<file path="src/rtl/ifu_pc_ir.sv">
// ---------------------------------------------------------------------------
// ifu_pc_ir : instruction-fetch stage of the multi-cycle MIPS datapath.
//
// Holds the program counter, presents the instruction-memory byte address,
// latches the returned word into the instruction register and selects the
// next PC (sequential, branch, jump, jr) under control of the multi-cycle
// controller.
//
// Ports
//   clk         : clock, all state changes on the rising edge
//   rst         : synchronous active-low reset
//   pc_wr       : PC write enable
//   ir_wr       : IR write enable (one fetch per asserted edge)
//   npc_sel     : next-PC source 00=PC+4 01=branch 10=jump 11=jr
//   br_cond     : branch taken condition, used only when npc_sel=01
//   rs_data     : jr target, used only when npc_sel=11
//   im_dout     : word returned by the asynchronous instruction memory
//   im_addr     : byte address to instruction memory (pc[11:0])
//   pc          : current program counter
//   ir          : instruction register
//   fetch_fault : sticky out-of-range / misaligned fetch flag
//   fetch_cnt   : number of IR loads since reset, wraps modulo 2^32
//
// IM_BYTES must be a power of two no larger than 4096 and IM_BASE must be
// aligned to IM_BYTES, because the memory indexes pc[11:0] directly.
// ---------------------------------------------------------------------------
module ifu_pc_ir #(
    parameter logic [31:0] PC_RESET = 32'h0000_3000,
    parameter logic [31:0] IM_BASE  = 32'h0000_3000,
    parameter int unsigned IM_BYTES = 1024
) (
    input  logic        clk,
    input  logic        rst,
    input  logic        pc_wr,
    input  logic        ir_wr,
    input  logic [1:0]  npc_sel,
    input  logic        br_cond,
    input  logic [31:0] rs_data,
    input  logic [31:0] im_dout,
    output logic [11:0] im_addr,
    output logic [31:0] pc,
    output logic [31:0] ir,
    output logic        fetch_fault,
    output logic [31:0] fetch_cnt
);

    // Highest legal word address inside the instruction memory window.
    localparam logic [31:0] IM_LAST = IM_BASE + 32'(IM_BYTES) - 32'd4;

    logic [31:0] pc_r;
    logic [31:0] ir_r;
    logic        fault_r;
    logic [31:0] cnt_r;

    logic [31:0] seq_s;
    logic [31:0] br_s;
    logic [31:0] jmp_s;
    logic [31:0] next_pc_s;
    logic        pc_load_s;
    logic        fault_s;

    // Branch offset: sign-extended word offset converted to a byte offset.
    function automatic logic [31:0] br_offset(input logic [15:0] imm);
        return {{14{imm[15]}}, imm, 2'b00};
    endfunction

    // Candidate next-PC values from the current pc and the already-latched ir.
    always_comb begin
        seq_s = pc_r + 32'd4;
        br_s  = pc_r + br_offset(ir_r[15:0]);
        jmp_s = {pc_r[31:28], ir_r[25:0], 2'b00};
    end

    // Next-PC select; a not-taken branch suppresses the load so pc holds.
    always_comb begin
        next_pc_s = seq_s;
        pc_load_s = 1'b0;
        case (npc_sel)
            2'b00: begin
                next_pc_s = seq_s;
                pc_load_s = 1'b1;
            end
            2'b01: begin
                next_pc_s = br_s;
                pc_load_s = br_cond;
            end
            2'b10: begin
                next_pc_s = jmp_s;
                pc_load_s = 1'b1;
            end
            2'b11: begin
                next_pc_s = rs_data;
                pc_load_s = 1'b1;
            end
            default: begin
                next_pc_s = seq_s;
                pc_load_s = 1'b0;
            end
        endcase
    end

    // Fault condition on the address being fetched this cycle.
    always_comb begin
        fault_s = (pc_r < IM_BASE) || (pc_r > IM_LAST) || (pc_r[1:0] != 2'b00);
    end

    // Program counter register.
    always_ff @(posedge clk) begin
        if (!rst) begin
            pc_r <= PC_RESET;
        end else if (pc_wr && pc_load_s) begin
            pc_r <= next_pc_s;
        end else begin
            pc_r <= pc_r;
        end
    end

    // Instruction register and fetch counter; both advance on each IR load.
    always_ff @(posedge clk) begin
        if (!rst) begin
            ir_r  <= 32'h0000_0000;
            cnt_r <= 32'd0;
        end else if (ir_wr) begin
            ir_r  <= im_dout;
            cnt_r <= cnt_r + 32'd1;
        end else begin
            ir_r  <= ir_r;
            cnt_r <= cnt_r;
        end
    end

    // Sticky fault flag; the fetch itself still completes, halting is the
    // controller's job.
    always_ff @(posedge clk) begin
        if (!rst) begin
            fault_r <= 1'b0;
        end else if (ir_wr && fault_s) begin
            fault_r <= 1'b1;
        end else begin
            fault_r <= fault_r;
        end
    end

    assign im_addr     = pc_r[11:0];
    assign pc          = pc_r;
    assign ir          = ir_r;
    assign fetch_fault = fault_r;
    assign fetch_cnt   = cnt_r;

endmodule

</file>
<file path="config.mk">
export PLATFORM = sky130hd
export DESIGN_NAME = ifu_pc_ir
export DESIGN_NICKNAME = d
export VERILOG_FILES = /design/src/rtl/ifu_pc_ir.sv
export SDC_FILE = /design/constraint.sdc
export NUM_CORES = 1
export LEC_CHECK = 0
export BUFFER_PORTS_ARGS = -buffer_cell sky130_fd_sc_hd__buf_2
export CAP_MARGIN = 20
export CORE_MARGIN = 4
export CORE_UTILIZATION = 39
export DETAILED_ROUTE_END_ITERATION = 10
export PLACE_DENSITY = 0.7
export SLEW_MARGIN = 10
export SYNTH_ARGS = -nofsm -noshare
export SYNTH_HDL_FRONTEND = slang
export SYNTH_SLANG_ARGS = --single-unit
</file>
<file path="constraint.sdc">
create_clock -name clk -period 4.3 [get_ports clk]
set_input_delay 0 -clock clk [delete_from_list [all_inputs] [get_ports clk]]
set_output_delay 0 -clock clk [all_outputs]
set_load 0.005 [all_outputs]
</file>
# --- Yosys cells after proc, flatten, opt, wreduce, memory -nomap -nowiden ---
# Index checks and enable logic that the tools add are counted.
# Widths: inputs -> output; s select.
word_totals:
  ff_bits: 97
  out_inout_bits: 109
  input_bits: 71
  elab_cells: 24
classes:
  n_mux: 2
  bitwise: 1
  n_lt_le_gt_ge: 2
  n_addsub: 3
  reduce_logical: 8
  n_eq_ne: 3
op_table:
  columns: ["operator", "n"]
  rows:
  - ["$pmux 32 s4", 1]
  - ["$add 32x1->32 const B", 1]
  - ["$add 32x3->32 const B", 1]
  - ["$add 32x32->32", 1]
  - ["$gt 32x14->1 const B", 1]
  - ["$lt 32x14->1 const B", 1]
  - ["$eq 2x2->1 const B", 2]
  - ["$reduce_or 3->1", 1]
  - ["$eq 2x1->1 const B", 1]
  - ["$logic_and 1x1->1", 2]
  - ["$logic_not 2->1", 1]
  - ["$logic_or 1x1->1", 2]
  - ["$pmux 1 s2", 1]
  - ["$reduce_and 2->1", 1]
  - ["$reduce_bool 2->1", 1]
  - ["$not 1->1", 1]

# --- Logic depth before layout (Yosys ltp) ---
logic_depth:
  ltp_word: 5
  depth_mapped: 13
  ltp_nobuf: 12

# --- Worst setup path after synthesis ---
# No wires, ideal clock.
synth_timing:
  path_type: "input-to-reg"
  startpoint: "input port npc_sel[0]"
  endpoint: "register pc_r[24] (netlist: pc[24])"
  setup_slack_ns: 1.159
  setup_ns: 0.127
  arrival_ns: 3.013
  t_required_ns: 4.173
  path_stages: 13
  n_path_buf: 1
  cell_sequence: "buf_1 > inv_1 > or3_1 > ha_1 > fa_1 > a21oi_1 > nand4b_1 > a211oi_1 > or2_4 > o221a_4 > a41o_1 > o2111ai_1 > or3b_1"
synth_via:
  elab_chain_cells: 4
  word_cells_on_any_way: 8
  classes_between: "eq/ne (3); mux (2); reduce/logical (3)"
synth_rtl:
  columns: ["item", "line", "source"]
  rows:
  - ["from (decl)", "36", "input logic [1:0] npc_sel,"]
  - ["$eq 2x2->1 or $logic_not 2->1 (tied branches)", "78", "case (npc_sel)"]
  - ["$reduce_or 3->1 (no source line)", null, null]
  - ["$pmux 1 s2", "78", null]
  - ["$logic_and 1x1->1", "111", "end else if (pc_wr && pc_load_s) begin"]
  - ["to (signal assigned)", "112", "pc_r <= next_pc_s;"]
  - ["to (signal assigned)", "114", "pc_r <= pc_r;"]
  - ["to (decl)", "50", "logic [31:0] pc_r;"]
# Several ways; a longest one is shown, not always the timed one.
# A chain may end at the register's enable or synchronous reset.

# --- Final worst setup path ---
layout_timing:
  startpoint: "register ir_r[0] (netlist: ir[0])"
  endpoint: "register pc_r[28] (netlist: pc[28])"
layout_via:
  elab_chain_cells: 2
layout_rtl:
  columns: ["item", "line", "source"]
  rows:
  - ["from (decl)", "51", "logic [31:0] ir_r;"]
  - ["from (signal assigned)", "124", "ir_r <= im_dout;"]
  - ["from (signal assigned)", "127", "ir_r <= ir_r;"]
  - ["$add 32x32->32", "70", "br_s = pc_r + br_offset(ir_r[15:0]);"]
  - ["$pmux 32 s4", "78", null]
# No other way between the ends.

==> reports/metrics.yaml <==
final_layout:
  area_growth_pct: 25.6
  stdcell_count: 1119
  final_nets: 1014
  antenna_cells: 0
  final_common_cell: "buf_2"
  mostFrequentLayoutCells: "179 x buf_2, 97 x dfxtp_1, 92 x nor2_1"
  drive_gt1_share_pct: 24.1
floorplan:
  die-width_um: 132
  ios: 180
  rows: 45
  die_y_um: 132
  start_util_pct: 39.8
  dieArea_um2: 17600
  core-area_um2: 15200
global_routing:
  grt_pass1_wl_um: 31400
  grt_pass1_vias: 6100
  overflow: 0
  grt_antenna_before_repair: 0
  grt_max_degree: 52
  grt.total_usage_pct: 21.7
synthesis:
  syn_nets: 844
  synth-async-reset-ratio_pct: 0
  synthCells: 756
  synth_compound_area_share_pct: 15.9
  ys_seq_elements: 97
  yosysSeqAreaShare_pct: 32.1
  postSynthAreaPerCell_um2: 8.00
  synthesis.area_um2: 6040
  synth_edf_count: 0
  yosys.area_share.adder_pct: 3.64
  synth_cell_type_count: 60
  muxShareOfSynthArea_pct: 11.9
  synth_warnings: 0
  synth_top_family_by_area: "simple AND/OR/NAND/NOR gates"
  synth-xor-area-share_pct: 6.09
  synth_ff_type: "dfxtp_1"
  synthSimpleGateAreaFrac_pct: 24.8
sta:
  rsz0062_at_grt: "false"
  timing.fmax_mhz: 305
  slew-limit-headroom_pct: 46.8
  hold_viol_final: 0
  skew_ns: 0.00858
  maxSlewViolCount: 0
  setup_tns_ns: 0
  min_period_over_period_pct: 76.1
  fin_crit_ns: 3.27
  tightestPinTransition_ns: 0.791
  setup_viol: 0
clocking:
  clockBufferDepth: 2
  clock-sinks: 97
  cts_tree: "built"
  cts_resized: 0
  numCtsBuffers: 9
  htree_levels: 3
  cts-root-buf: "clkbuf_16"
  clk_pin_slew_worst_paths_ns: 0.07
  post_cts_buffers: 0
  clk_latency_ns: 0.36
  hold_buffers: 34
place:
  io_buffer_count: 179
  post-dp-hpwl_um: 13800
  dpl.cell_count: 1069
  finalWeightedCongestion: 0.954
drt:
  drc: 0
  drt_first_iter_violations: 443
  dr.pass1.iters: 8
  ant_nets: 0
  viasPerCell: 5.57
  vias: 6228
  drt-wirelength-per-cell_um: 17.3
  wirelength_um: 19300
run_status:
  status: "complete, no violations"
power_and_ir_drop:
  peakVddDrop_uv: 187
  power.density_nw_per_um2: 289
  p_leak_uw: 0.00355
worst_setup_path:
  crit_fanout: 5
  reg2reg_from: "ir[0]"
  critical_path_class: "reg -> reg"
  startpoint: "ir[0]"
  regToRegSetupSlack_ns: 1.03
  arrival_ns: 3.56
  cp-end-kind: "flop"
  startpoint_type: "flop"
  worstPathRequired_ns: 4.58
job:
  drv_cap: 0
hold_path:
  min_from: "rs_data[29]"
  min_path_type: "in -> reg"
synth_stat cells, types with 12 or more instances:
cell | n | share of area, %
o211ai_1 | 15 | 1.9
xor2_1 | 23 | 3.3
ha_1 | 16 | 3.3
mux2i_1 | 66 | 11
nand4_1 | 15 | 1.6
clkbuf_1 | 36 | 2.2
nor2_1 | 92 | 5.7
dfxtp_1 | 97 | 32
nor3_1 | 19 | 1.6
o21ai_0 | 25 | 2.1
a21oi_1 | 47 | 3.9
xnor2_1 | 19 | 2.8
and3_1 | 25 | 2.6
buf_4 | 12 | 1.5
nand2_1 | 71 | 4.4
nand3_1 | 37 | 3.1
critical path, stage by stage, from the launching register on:
cell and delay (ns):
dfxtp_1 0.33, or3_1 0.37, ha_1 0.23, fa_1 0.41
a21oi_1 0.18, nand4b_1 0.15, a211oi_1 0.11, or2_4 0.29
o21ai_0 0.37, nor3b_1 0.13, or4_1 0.53, o211ai_1 0.09
routing by layer:
| metal | part of all wire, % | wire, um | GRT usage [%] |
|---|---|---|---|
| met2 | 47 | 9140 | 36.4 |
| met1 | 42 | 8080 | 26.3 |
| met4 | 3.0 | 572 | 8.60 |
| met5 | 0 | 0 | 0 |
| met3 | 7.8 | 1510 | 6.16 |
kinds of logic (layout without fill, tap and decap cells):
group	count (synthesis)	count (layout)
DFF	97	97
xor gates and xnor gates	42	42
adders and majority gates	17	17
buffers and inverters	74	249
AOI/OAI and AO/OA	147	147
muxes	71	71
and+or+nand+nor	308	308
worst paths after layout:
| check | end | cells after the start |
|---|---|---|
| worst max register to register | pc[28] | 11 |
| worst min register to register | fetch_fault | 2 |
| worst min-delay path | pc[29] | 3 |
| worst max-delay path | pc[28] | 11 |
final cells by class:
class	instances	area, um2
Multi-Input combinational cell	585	3770
Fill cell	1475	7610
Clock buffer	9	225
Timing Repair Buffer	225	1330
Inverter	8	30.0
Clock inverter	7	58.8
Sequential cell	97	1940
Tap cell	188	235
power by group:
group          internal (uW)  switching [uW]  leakage, uW
sequential               938            59.0     0.000793
combinational            181             212      0.00262
clock                    404             399     0.000139
total                   1520             671      0.00355
sequential cells by signal, summed over array words and instances (netlist names):
| signal | count |
|---|---|
| pc | 32 |
| fetch_fault | 1 |
| fetch_cnt | 32 |
| ir | 32 |
per-stage QoR:
step | util (%) | power [uW] | setup slack [ns] | hold slack (ns) | cell area [um2]
after detailed placement | 45.8 | 1380 | 0.892 | 0.241 | 6970
after global placement | 45.8 | 1380 | 0.994 | 0.230 | 6970
after CTS | 49.9 | 2200 | 1.04 | 0.00567 | 7590
after floorplan | - | 1240 | 1.16 | 0.147 | 6040
final | 49.9 | 2190 | 1.03 | 0.00573 | 7590
after global routing | 49.9 | 2290 | 0.857 | 0.0314 | 7590
No activity file was read; power rests on OpenSTA's default activity.
